--- config.mk ---
export PLATFORM = sky130hd
export DESIGN_NAME = fmaaddpipe
export DESIGN_NICKNAME = d
export VERILOG_FILES = /design/src/rtl/fmaaddpipe_pkg.sv /design/src/rtl/fmaalign.sv /design/src/rtl/fmaaddpipe.sv
export SDC_FILE = /design/constraint.sdc
export NUM_CORES = 1
export LEC_CHECK = 0
export ABC_AREA = 1
export ABC_CLOCK_PERIOD_IN_PS = 7100
export CAP_MARGIN = 10
export CELL_PAD_IN_SITES_DETAIL_PLACEMENT = 1
export CELL_PAD_IN_SITES_GLOBAL_PLACEMENT = 1
export CORE_MARGIN = 2
export CORE_UTILIZATION = 45
export CTS_CLUSTER_DIAMETER = 80
export DETAILED_ROUTE_END_ITERATION = 8
export HOLD_SLACK_MARGIN = 0.03
export PLACE_DENSITY = 0.85
export SETUP_SLACK_MARGIN = 0.2
export SLEW_MARGIN = 20
export SYNTH_ARGS = -nofsm -noshare
export SYNTH_HDL_FRONTEND = slang
export SYNTH_SLANG_ARGS = --single-unit
export TNS_END_PERCENT = 1
--- constraint.sdc ---
create_clock -name clk -period 7.1 [get_ports clk]
set_input_delay 1.775 -clock clk [delete_from_list [all_inputs] [get_ports clk]]
set_output_delay 1.775 -clock clk [all_outputs]
set_load 0.02 [all_outputs]
--- src/rtl/fmaaddpipe_pkg.sv ---
// Shared FMA configuration type and the widths derived from it.
package fmaaddpipe_pkg;

    typedef struct packed {
        int NF;
        int NE;
    } cvw_t;

    localparam cvw_t HALF_CFG = '{NF: 10, NE: 5};

    // Addend alignment window width
    function automatic int fmawa(cvw_t p);
        return 3*p.NF + 4;
    endfunction

    // Significand sum width (window plus one carry/borrow bit)
    function automatic int fmaws(cvw_t p);
        return 3*p.NF + 5;
    endfunction

endpackage

--- src/rtl/fmaalign.sv ---
// Addend alignment: shifts Zm into the product window and collects sticky.
module fmaalign
    import fmaaddpipe_pkg::*;
#(
    parameter cvw_t P = HALF_CFG
) (
    input  logic [P.NE+1:0]         Pe,
    input  logic [P.NE-1:0]         Ze,
    input  logic [P.NF:0]           Zm,
    output logic [fmawa(P)-1:0]     Am,
    output logic                    ASticky,
    output logic                    KillProd
);

    localparam int NF = P.NF;
    localparam int NE = P.NE;
    localparam int WA = fmawa(P);

    logic signed [31:0] acnt;
    logic signed [31:0] shamt;
    logic [WA-1:0]      zmpre;
    logic [WA-1:0]      mask;

    assign acnt  = {{(32-(NE+2)){Pe[NE+1]}}, Pe} - {{(32-NE){1'b0}}, Ze};
    assign shamt = acnt + (NF + 3);
    assign zmpre = {Zm, {(2*NF+3){1'b0}}};

    // Select alignment case and shift the addend right by the exponent gap
    always_comb begin
        Am       = '0;
        ASticky  = 1'b0;
        KillProd = 1'b0;
        mask     = '0;
        if (shamt <= 0) begin
            KillProd = 1'b1;
            Am       = zmpre;
        end else if (shamt >= WA) begin
            ASticky = |Zm;
        end else begin
            mask    = ~({WA{1'b1}} << shamt);
            Am      = zmpre >> shamt;
            ASticky = |(zmpre & mask);
        end
    end

endmodule

--- src/rtl/fmaaddpipe.sv ---
// Two-stage FMA addend alignment and significand addition with valid/ready.
module fmaaddpipe
    import fmaaddpipe_pkg::*;
#(
    parameter cvw_t P = HALF_CFG
) (
    input  logic                    clk,
    input  logic                    reset_n,
    input  logic                    Flush,
    input  logic                    InValid,
    output logic                    InReady,
    input  logic [2*P.NF+1:0]       Pm,
    input  logic                    Ps,
    input  logic [P.NE+1:0]         Pe,
    input  logic [P.NF:0]           Zm,
    input  logic                    Zs,
    input  logic [P.NE-1:0]         Ze,
    output logic                    OutValid,
    input  logic                    OutReady,
    output logic [fmaws(P)-1:0]     Sm,
    output logic                    Ss,
    output logic [P.NE+1:0]         Se,
    output logic                    Sticky,
    output logic                    InvA
);

    localparam int NF = P.NF;
    localparam int NE = P.NE;
    localparam int WA = fmawa(P);
    localparam int WS = fmaws(P);

    typedef struct packed {
        logic [WA-1:0]     am;
        logic              asticky;
        logic              killprod;
        logic [2*NF+1:0]   pm;
        logic              ps;
        logic              zs;
        logic [NE+1:0]     pe;
        logic [NE-1:0]     ze;
    } s1_t;

    typedef struct packed {
        logic [WS-1:0]     sm;
        logic              ss;
        logic [NE+1:0]     se;
        logic              sticky;
        logic              inva;
    } s2_t;

    s1_t s1_d, s1_q;
    s2_t s2_d, s2_q;
    logic v1, v2, adv1, adv2;

    logic [WA-1:0] am;
    logic          asticky;
    logic          killprod;
    logic [WS:0]   pext, aext, raw;
    logic          inva;

    fmaalign #(.P(P)) u_align (
        .Pe       (Pe),
        .Ze       (Ze),
        .Zm       (Zm),
        .Am       (am),
        .ASticky  (asticky),
        .KillProd (killprod)
    );

    assign adv2     = ~v2 | OutReady;
    assign adv1     = ~v1 | adv2;
    assign InReady  = adv1;
    assign OutValid = v2;
    assign Sm       = s2_q.sm;
    assign Ss       = s2_q.ss;
    assign Se       = s2_q.se;
    assign Sticky   = s2_q.sticky;
    assign InvA     = s2_q.inva;

    // Pack the aligned addend with the pass-through operands for stage 1
    always_comb begin
        s1_d          = '0;
        s1_d.am       = am;
        s1_d.asticky  = asticky;
        s1_d.killprod = killprod;
        s1_d.pm       = Pm;
        s1_d.ps       = Ps;
        s1_d.zs       = Zs;
        s1_d.pe       = Pe;
        s1_d.ze       = Ze;
    end

    // Add or subtract in the window, then pick sign and magnitude.
    // The sum is formed one bit wider than WS so its MSB is a clean sign.
    always_comb begin
        inva = s1_q.ps ^ s1_q.zs;
        pext = (WS+1)'(s1_q.pm);
        aext = (WS+1)'(s1_q.am);
        raw  = pext + (inva ? ~aext : aext) + (WS+1)'(inva & ~s1_q.asticky);
        s2_d = '0;
        s2_d.inva = inva;
        if (s1_q.killprod) begin
            s2_d.sm     = WS'(s1_q.am);
            s2_d.ss     = s1_q.zs;
            s2_d.se     = {2'b00, s1_q.ze};
            s2_d.sticky = |s1_q.pm;
        end else begin
            if (inva && raw[WS]) begin
                s2_d.sm = ~raw[WS-1:0] + WS'(1);
                s2_d.ss = s1_q.zs;
            end else begin
                s2_d.sm = raw[WS-1:0];
                s2_d.ss = s1_q.ps;
            end
            s2_d.se     = s1_q.pe;
            s2_d.sticky = s1_q.asticky;
        end
        if (s2_d.sm == '0 && !s2_d.sticky)
            s2_d.ss = s1_q.ps & s1_q.zs;
    end

    // Stage valids: flush beats any accept, each stage moves on its own advance
    always_ff @(posedge clk or negedge reset_n) begin
        if (!reset_n) begin
            v1 <= 1'b0;
            v2 <= 1'b0;
        end else if (Flush) begin
            v1 <= 1'b0;
            v2 <= 1'b0;
        end else begin
            if (adv2) v2 <= v1;
            if (adv1) v1 <= InValid;
        end
    end

    // Stage data: load only with valid contents, hold while stalled or flushed
    always_ff @(posedge clk or negedge reset_n) begin
        if (!reset_n) begin
            s1_q <= '0;
            s2_q <= '0;
        end else if (!Flush) begin
            if (adv1 && InValid) s1_q <= s1_d;
            if (adv2 && v1)      s2_q <= s2_d;
        end
    end

endmodule

==> summary.md <==
| Metric | Value |
|---|---|
| Status | `completed` |
| Crit Path Max Fanout | `33` |
| Worst setup EP type | `flip-flop` |
| Post-Route WL | `41.61 mm` |
| Post-cts resize count | `0` |
| WP buf/inv | `3` |
| Slew Viols, Final | `0` |
| Clk Latency, worst-skew pair | `440 ps` |
| Mean Syn Cell Area | `6.235 µm²` |
| PortBufs | `98` |
| Hold WS | `482.7 ps` |
| Worst hold stages | `2` |
| Area after DPL | `0.01187 mm²` |
| Most used cell, CP | `nand2_1` |
| Die Ht | `157.6 µm` |
| CTS tree | `done` |
| Crit-path slowest cell | `a21oi_4` |
| Seq/Total Area, Yosys | `0.2806` |
| Final instance area | `0.01244 mm²` |
| Core ar. | `0.02333 mm²` |
| Fraction of layout cells with a size suffix above 1 | `0.07016` |
| Largest net degree at the start of global routing | `65` |
| Initial antenna violation count | `0` |
| Final HPWL DP | `32.38 mm` |
| Worst Skew | `11.84 ps` |
| Peak supply drop | `0.0001321 V` |
| Via density | `5.526` |
| Worst setup path class | `flip-flop to flip-flop` |
| Root Buffer | `clkbuf_16` |
| Most common cell after layout, fill and taps aside | `nand2_1` |
| Ranking of synthesized cells by area | `dfrtp_1 28%, nand2_1 23%, inv_1 7.0%` |
| Total Routing Usage GR | `0.3430` |
| CTS max path bufs | `2` |
| Antenna cells | `0` |
| Core Rows | `56` |
| Initial Util | `0.4548` |
| Max frequency | `162.3 MHz` |
| DR WL/cell | `19.67 µm` |
| Via count | `11690` |
| Antenna Nets Post-Route | `0` |
| DIE WIDTH | `157.6 µm` |
| R2r setup slk | `940 ps` |
| WP depth | `27` |
| Worst Path Required | `7410 ps` |
| Post-synth top area share | `0.2806` |
| RSZ-0062 raised after global routing | `no` |
| Ports | `99` |
| EDFF count, synth | `0` |
| Primary FF master, synth | `dfrtp_1` |
| Mapped Area | `0.01061 mm²` |
| YS warnings | `0` |
| Final period util | `0.8678` |
| Final net count | `1877` |
| Min-Delay Path Class | `flip-flop to flip-flop` |
| Netlist cell types | `55` |
| Slew at the pin closest to its max-slew limit | `1073 ps` |
| CTS Sinks | `119` |
| Syn_nets | `1796` |
| Crit Reg-Reg Startpoint | `s1_q[13]` |
| Fin crit period | `6161 ps` |
| Final global-route overflow total | `0` |
| PwrDens | `342.9 mW/mm²` |
| H-tree depth | `4` |
| Max Cap Viol | `0` |
| Drt pass-1 iters | `6` |
| Cts hold-fix bufs | `0` |
| Synth Instances | `1702` |
| Yosys reg bits | `119` |
| Asr flop ratio synth | `1.000` |
| Worst R2R Path Depth | `27` |
| Reg-to-reg endpoint | `Ss` |
| Relative slew slack | `0.2834` |
| Die area | `0.02483 mm²` |
| CP startpoint | `s1_q[13]` |
| Critical path launch point type | `flip-flop` |
| Crit path DAT | `6480 ps` |
| Global-route wire length before repair | `65.21 mm` |
| Area leader, netlist | `dfrtp_1` |
| Clock transition at path regs | `70 ps` |
| Crit path largest cell delay | `870 ps` |
| Setup tns final | `0 ps` |
| CTS buffer count | `17` |
| Most frequent cells in the layout | `641 x nand2_1, 195 x inv_1, 145 x nor2_1` |
| Gpl congestion | `0.9377` |
| Layout area overhead | `17.20%` |
| Final Hold Fails | `0` |
| Postcts setup bufs | `0` |
| CP Capture Point | `Ss` |
| Drt drc | `0` |
| Final setup fails | `0` |
| Number of global-route vias before repair | `12040` |
| Top delay family on crit path | `simple AND/OR/NAND/NOR gates` |
| Leakage | `6.329 nW` |
| Initial DRC count | `717` |
worst register-to-register path: stages, from the launching register on:
cell and delay, ps:
dfrtp_1 400, ha_2 660, buf_4 450, xor2_1 260
ha_1 350, nand2_1 150, inv_1 70, nand2_1 60
nand2_1 70, a21oi_1 260, nor2_1 100, nor2_1 140
nand2_1 160, a21oi_4 870, buf_4 370, nand2_1 70
nand2_1 60, nand3_1 150, nand2_1 190, nand3_1 110
nor2_1 200, nand3_1 190, nor2_1 190, nand3_1 140
nor2_2 130, nand3_1 70, nand3_1 90, nand2_1 80
registers in the layout, indices dropped and copies added, names as in the netlist:
signal,flops
OutValid,1
s1_q,16
InvA,1
Se,7
v1,1
aext,34
Sm,35
Sticky,1
pext,22
Ss,1
kinds of logic (layout without fill, tap and decap cells):
logic type,after synthesis,in the layout,synth area share
muxes,2,2,0.001887
AOI/OAI and AO/OA,195,195,0.1097
adders and majority gates,42,42,0.05165
buffers and inverters,258,352,0.09657
xor gates and xnor gates,45,45,0.04068
DFF,119,119,0.2806
and+or+nand+nor,1041,1041,0.4189
cell usage after synthesis (all sizes together) (2+ instances only):
library cell	n
xnor2	10
dfrtp	119
nor4	8
o211ai	10
nand3	142
a21oi	37
and2	2
o22ai	7
fa	3
a31oi	13
nor3	16
xor2	35
a21o	2
inv	204
or2	13
nor2	156
o31ai	4
o221ai	7
o21bai	2
buf	19
nand4	30
nor3b	2
o21ai	110
ha	39
nand3b	13
mux2i	2
clkinv	5
nand2	659
clkbuf	30
power breakdown:
part	switching, mW	internal [mW]
clock network	0.396	0.492
registers	0.110	0.808
logic	1.67	0.792
stage by stage:
step,total power [mW],std cells,utilization,setup WS (ps)
3_3_place_gp,3.243,2083,0.5085,803.0
6_report,4.265,2115,0.5330,938.8
4_1_cts,4.237,2115,0.5330,1117
5_1_grt,4.571,2115,0.5330,672.8
3_5_place_dp,3.319,2083,0.5085,685.7
2_1_floorplan,2.512,1702,-,1967
worst min-delay path by stage:
stage	startpoint	to	slack, ps
2_1_floorplan	s1_q[0]	s1_q[0]	450
3_3_place_gp	s1_q[7]	s1_q[7]	460
3_5_place_dp	Sm[14]	Sm[14]	470
4_1_cts	Sm[14]	Sm[14]	490
5_1_grt	Sm[33]	Sm[33]	510
6_report	Sm[14]	Sm[14]	480
metal layers:
metal | vias up | wire (µm) | track usage | part of all wire
li1 | 5598 | - | - | -
met2 | 331 | 19650 | 0.5754 | 0.47
met3 | 79 | 2222 | 0.05369 | 0.053
met5 | - | 0 | 0 | 0
met4 | 0 | 1195 | 0.1121 | 0.029
met1 | 5679 | 18540 | 0.4519 | 0.45
layout make-up:
class	instances	area (µm²)
multi-input combinational	1325	6624
clock inverter	14	142.6
inverter	209	788.3
fill	3256	10900
tap	319	399.1
timing repair buffer	111	1076
clock buffer	18	429.2
sequential	119	2978
(Power assumes the default switching activity.)
